File: src/rtl/sram_qpi_arbiter.sv
// Shares one SRAM QPI transaction engine between NREQ requesters: round-robin
// (optionally requester-0 priority) grant, command latch, byte routing, watchdog.
module sram_qpi_arbiter #(
  parameter int NREQ    = 3,
  parameter int ADDR_W  = 26,
  parameter int LEN_W   = 16,
  parameter int FIXED0  = 0,
  parameter int TIMEOUT = 65535
) (
  input  logic                  clk,
  input  logic                  rst_n,
  input  logic [NREQ-1:0]       req,
  input  logic [NREQ-1:0]       req_wr,
  input  logic [NREQ*ADDR_W-1:0] req_addr,
  input  logic [NREQ*LEN_W-1:0] req_len,
  output logic [NREQ-1:0]       gnt,
  output logic [NREQ-1:0]       done,
  output logic                  err,
  input  logic [NREQ*8-1:0]     wr_data,
  input  logic [NREQ-1:0]       wr_valid,
  output logic [NREQ-1:0]       wr_ready,
  output logic [7:0]            rd_data,
  output logic [NREQ-1:0]       rd_valid,
  output logic                  eng_start,
  output logic                  eng_wr,
  output logic [1:0]            eng_cs_sel,
  output logic [23:0]           eng_addr,
  output logic [LEN_W-1:0]      eng_len,
  output logic                  eng_abort,
  output logic [7:0]            eng_wdata,
  output logic                  eng_wvalid,
  input  logic                  eng_wready,
  input  logic [7:0]            eng_rdata,
  input  logic                  eng_rvalid,
  input  logic                  eng_done,
  output logic                  busy,
  output logic [1:0]            owner,
  output logic [1:0]            dbg_state
);

  typedef enum logic [1:0] {
    S_IDLE = 2'd0,
    S_RUN  = 2'd1,
    S_DONE = 2'd2
  } state_t;

  localparam int WD_W = (TIMEOUT < 2) ? 1 : $clog2(TIMEOUT + 1);
  localparam logic [WD_W-1:0] WD_LAST = (TIMEOUT == 0) ? '0 : WD_W'(TIMEOUT - 1);

  state_t          state_q, state_d;
  logic [1:0]      owner_q, rr_q, win;
  logic            found;
  logic [2:0]      scan;
  logic [WD_W-1:0] wd_q;
  logic            err_q;
  logic [NREQ-1:0] own_oh;
  logic            run, zero_len, timeout_hit, grant_now;

  // First requester at or after the round-robin pointer, wrapping.
  always_comb begin
    win   = '0;
    found = 1'b0;
    scan  = '0;
    for (int i = 0; i < NREQ; i++) begin
      scan = {1'b0, rr_q} + 3'(i);
      if (scan >= 3'(NREQ)) scan = scan - 3'(NREQ);
      if (!found && |(req & (NREQ'(1) << scan))) begin
        win   = scan[1:0];
        found = 1'b1;
      end
    end
    if (FIXED0 != 0 && req[0]) win = '0;
  end

  assign run       = (state_q == S_RUN);
  assign grant_now = (state_q == S_IDLE) && |req;
  assign own_oh    = NREQ'(1) << owner_q;
  assign zero_len  = (eng_len == '0);
  // eng_done takes precedence over a timeout landing in the same cycle.
  assign timeout_hit = (TIMEOUT != 0) && (wd_q == WD_LAST) && !eng_done && !zero_len;

  always_ff @(posedge clk or negedge rst_n) begin
    if (!rst_n) state_q <= S_IDLE;
    else        state_q <= state_d;
  end

  // A zero-length command still gets its one grant cycle, then completes.
  always_comb begin
    state_d = state_q;
    case (state_q)
      S_IDLE:  if (grant_now) state_d = S_RUN;
      S_RUN:   if (zero_len || eng_done || timeout_hit) state_d = S_DONE;
      S_DONE:  state_d = S_IDLE;
      default: state_d = S_IDLE;
    endcase
  end

  always_ff @(posedge clk or negedge rst_n) begin
    if (!rst_n) begin
      owner_q    <= '0;
      rr_q       <= '0;
      wd_q       <= '0;
      err_q      <= 1'b0;
      eng_wr     <= 1'b0;
      eng_cs_sel <= '0;
      eng_addr   <= '0;
      eng_len    <= '0;
    end else begin
      if (grant_now) begin
        owner_q    <= win;
        eng_wr     <= |(req_wr & (NREQ'(1) << win));
        eng_cs_sel <= req_addr[int'(win)*ADDR_W + 24 +: 2];
        eng_addr   <= req_addr[int'(win)*ADDR_W +: 24];
        eng_len    <= req_len[int'(win)*LEN_W +: LEN_W];
        wd_q       <= '0;
        err_q      <= 1'b0;
      end
      if (run && wd_q != '1) wd_q <= wd_q + 1'b1;
      if (run && state_d == S_DONE) err_q <= timeout_hit;
      if (state_q == S_DONE) rr_q <= (owner_q == 2'(NREQ - 1)) ? 2'd0 : owner_q + 2'd1;
    end
  end

  assign gnt       = run ? own_oh : '0;
  assign done      = (state_q == S_DONE) ? own_oh : '0;
  assign err       = (state_q == S_DONE) && err_q;
  assign eng_start = run && (wd_q == '0) && !zero_len;
  assign eng_abort = run && timeout_hit;
  assign busy      = (state_q != S_IDLE);
  assign owner     = owner_q;
  assign dbg_state = state_q;

  // Byte streams: a byte moves on a cycle where valid and ready are both high;
  // only the owner sees ready/valid, and only while RUN in the latched direction.
  assign eng_wdata  = run ? wr_data[int'(owner_q)*8 +: 8] : '0;
  assign eng_wvalid = run && eng_wr && |(wr_valid & own_oh);
  assign wr_ready   = (run && eng_wr && eng_wready) ? own_oh : '0;
  assign rd_data    = run ? eng_rdata : '0;
  assign rd_valid   = (run && !eng_wr && eng_rvalid) ? own_oh : '0;

endmodule

File: config.mk
export PLATFORM = sky130hd
export DESIGN_NAME = sram_qpi_arbiter
export DESIGN_NICKNAME = d
export VERILOG_FILES = /design/src/rtl/sram_qpi_arbiter.sv
export SDC_FILE = /design/constraint.sdc
export NUM_CORES = 1
export LEC_CHECK = 0
export BUFFER_PORTS_ARGS = -buffer_cell sky130_fd_sc_hd__buf_2
export CORE_ASPECT_RATIO = 2
export CORE_MARGIN = 2
export CORE_UTILIZATION = 30
export CTS_CLUSTER_SIZE = 14
export DETAILED_ROUTE_END_ITERATION = 6
export PLACE_DENSITY_LB_ADDON = 0.15
export SLEW_MARGIN = 10
export SYNTH_ARGS = -nofsm -noshare
export SYNTH_HDL_FRONTEND = slang
export SYNTH_SLANG_ARGS = --single-unit
File: constraint.sdc
create_clock -name clk -period 3.7 [get_ports clk]
set_input_delay 0.74 -clock clk [delete_from_list [all_inputs] [get_ports clk]]
set_output_delay 0.74 -clock clk [all_outputs]
set_load 0.02 [all_outputs]
==> summary.md <==
| Metric | Value |
|---|---|
| Reg area | `0.00165 mm²` |
| Setup crit end kind | `register` |
| Max Freq | `0.296 GHz` |
| Num ports | `252` |
| DR WL/cell | `16.4 µm` |
| Final Hold Fails | `0` |
| Post-DP Area | `0.00596 mm²` |
| Area delta synth->final | `38.8%` |
| Total core area | `0.0147 mm²` |
| Antenna-violating nets left | `0` |
| DIE AREA | `0.0161 mm²` |
| Initial Utilization | `30.6%` |
| Fraction of layout cells with a size suffix above 1 | `35.3%` |
| Post-CTS setup repair buffer count | `0` |
| Maximum vdd drop | `344 µV` |
| PD cells | `896 mW/mm²` |
| Final Setup Violations | `0` |
| Post-synth EDFFs | `0` |
| Syn_nets | `783` |
| First-pass GRT wire length | `26300 µm` |
| Hold Crit Class | `register to register` |
| CTS tree | `built` |
| Slew HR | `40.5%` |
| # fillers | `1591` |
| Hold wc startpoint | `eng_addr[4]` |
| GR Overflow Total | `0` |
| Chip height | `177 µm` |
| Outcome | `completed` |
| CP cell instances | `inv_1 -> ha_1 -> nor2b_1 -> a211oi_1 -> o31ai_4 -> inv_1 -> ha_1 -> nand2b_1 -> nand2_1 -> or2_2 -> or3_1 -> o31ai_1 -> o41ai_1` |
| Final nets | `1014` |
| DP HPWL | `13200 µm` |
| TritonCTS Sinks | `66` |
| 1st-iter DRT viols | `208` |
| Max_cap viols | `0` |
| Critical-path top delay cell | `a211oi_1` |
| Via density per instance | `5.08` |
| Setup TNS | `0 ns` |
| Area of the multi-input gates | `0.00268 mm²` |
| CP Class | `register to register` |
| Register area share after synthesis | `36.6%` |
| Worst Path Required | `3.91 ns` |
| Final WL | `16900 µm` |
| Async SR Flop Fraction | `100%` |
| Synthesized area | `0.00451 mm²` |
| Worst Hold Depth | `2` |
| Die span in x | `90.7 µm` |
| H-tree depth | `3` |
| Commonest non-fill, non-tap cells in the layout | `250 x buf_2, 151 x nand2_1, 96 x a21oi_1` |
| Total iterations of the first detailed-routing run | `5` |
| Largest net degree at the start of global routing | `67` |
| Vias in the first global route | `5249` |
| CP peak stage delay | `0.43 ns` |
| FF+latch count, synth | `66` |
| Tcrit/Tclk final | `91.3%` |
| Later-pin clock latency in the skew report | `0.33 ns` |
| Worst-path fanout max | `8` |
| GRT Util Overall | `20.5%` |
| Worst-Margin Slew | `0.892 ns` |
| Worst R2R Path Depth | `13` |
| Clock period minus worst slack | `3.38 ns` |
| Mapped Cells | `600` |
| Worst setup SP type | `register` |
| GP Congestion | `0.865` |
| Via count | `5234` |
| Initial antenna violation count | `0` |
| Post-CTS sizing | `0` |
| Row cnt | `63` |
| R2R Setup Slk | `0.32 ns` |
| Synth warn | `0` |
| Ys flop type | `dfrtp_1` |
| Most common cell after layout, fill and taps aside | `buf_2` |
| Num CTS Buffers | `9` |
| RSZ-0062 raised after global routing | `false` |
| # port buffers | `251` |
| Finished Cell Area | `0.00627 mm²` |
| Max Buffers Root-to-Sink | `2` |
| Post-route DRC violation count | `0` |
| Max-slew violations | `0` |
| Critical path data arrival time | `3.58 ns` |
| R2R Path End | `eng_cs_sel[0]` |
| Worst r2r src | `rr_q[0]` |
| Leakage | `3.19 nW` |
| # diodes | `0` |
| Worst Hold End | `eng_addr[4]` |
| Library cells used by synthesis | `52` |
| Worst-path clk slew | `0.06 ns` |
| CTS hold repair buffers | `0` |
| Root Driver | `clkbuf_16` |
| Avg Cell Area, Syn | `7.52 µm²` |
| Skew final | `0.00772 ns` |
cell usage after synthesis, types with 4 or more instances:
cell type	number	area share [%]
mux4_2	7	3.5
and2_1	10	1.4
nand4_1	6	0.83
nor3_1	5	0.55
nor4_1	7	0.97
buf_2	10	1.1
nand3_1	9	1.0
mux2i_1	19	4.2
o21ai_1	8	0.89
inv_1	10	0.83
and3_1	5	0.69
nor2_1	40	3.3
nand2b_1	5	0.69
nor2b_1	4	0.55
dfrtp_1	66	37
clkbuf_1	21	1.7
o31ai_1	4	0.67
o21ai_0	53	5.9
nand2_1	151	13
a21oi_1	96	11
buf_1	10	0.83
ha_1	11	3.0
state kept, by name, indices dropped and copies added (netlist names):
signal and count:
owner 2, eng_addr 24, eng_wr 1, err_q 1, eng_len 16, eng_cs_sel 2, wd_q 16, dbg_state 2
rr_q 2
per-stage QoR:
| stage | std cells | power (mW) | hold WS [ns] | utilization, % | worst slack, ns |
|---|---|---|---|---|---|
| after CTS | 1031 | 5.67 | 0.484 | 42.5 | 0.304 |
| after global routing | 1031 | 6.10 | 0.512 | 42.5 | 0.0596 |
| after detailed placement | 1015 | 4.78 | 0.470 | 40.4 | 0.291 |
| final | 1031 | 5.62 | 0.476 | 42.5 | 0.323 |
| after floorplan | 600 | 3.64 | 0.444 | - | 0.574 |
| after global placement | 1015 | 4.70 | 0.459 | 40.4 | 0.426 |
layer usage:
metal,vias up,GRT usage [%],share of wire (%)
li1,2551,-,-
met2,204,39.1,55
met3,29,2.89,5.0
met5,-,0,0
met1,2450,22.5,38
met4,0,8.27,2.7
worst max-delay path, delay by kind of cell (launching register included):
family                   cells  cell delay [ns]
AND/OR/NAND/NOR              5             1.20
flip-flops                   1             0.39
buffers and inverters        2             0.31
AO/OA/AOI/OAI                4             0.70
adder cells (fa/ha/maj)      2             0.63
logic make-up (layout without fill, tap and decap cells):
logic type,count (synthesis),count (layout),share of synthesized area [%]
AO/OA/AOI/OAI,183,183,22.0
XOR/XNOR,4,4,0.776
adder cells (fa/ha/maj),11,11,3.05
buffers and inverters,52,288,4.60
flip-flops,66,66,36.6
multiplexers,26,26,7.71
AND/OR/NAND/NOR,258,258,25.2
cell type report:
type | count | share of cell area (%)
multi-input cells | 482 | 42.8
inverters | 11 | 0.659
clock buffers | 10 | 3.81
flip-flops and latches | 66 | 26.4
repair buffers | 261 | 21.5
clock inverters | 6 | 1.04
well taps | 195 | 3.89
how the worst max path moves through the flow:
stage                     startpoint       endpoint  slack (ns)  cells after the start
after floorplan              rr_q[0]  eng_cs_sel[0]        0.57                     13
after global placement        req[2]  eng_cs_sel[0]        0.43                     11
after detailed placement     rr_q[0]  eng_cs_sel[0]        0.29                     13
after CTS                    rr_q[0]  eng_cs_sel[0]        0.30                     13
after global routing         rr_q[0]  eng_cs_sel[0]        0.06                     13
final                        rr_q[0]  eng_cs_sel[0]        0.32                     13
power by group:
| part | internal [mW] | switching (mW) | total (mW) |
|---|---|---|---|
| combinational | 1.27 | 2.23 | 3.50 |
| clock | 0.541 | 0.337 | 0.878 |
| sequential | 1.00 | 0.240 | 1.24 |
| total | 2.81 | 2.81 | 5.62 |
No activity file was read; power rests on OpenSTA's default activity.
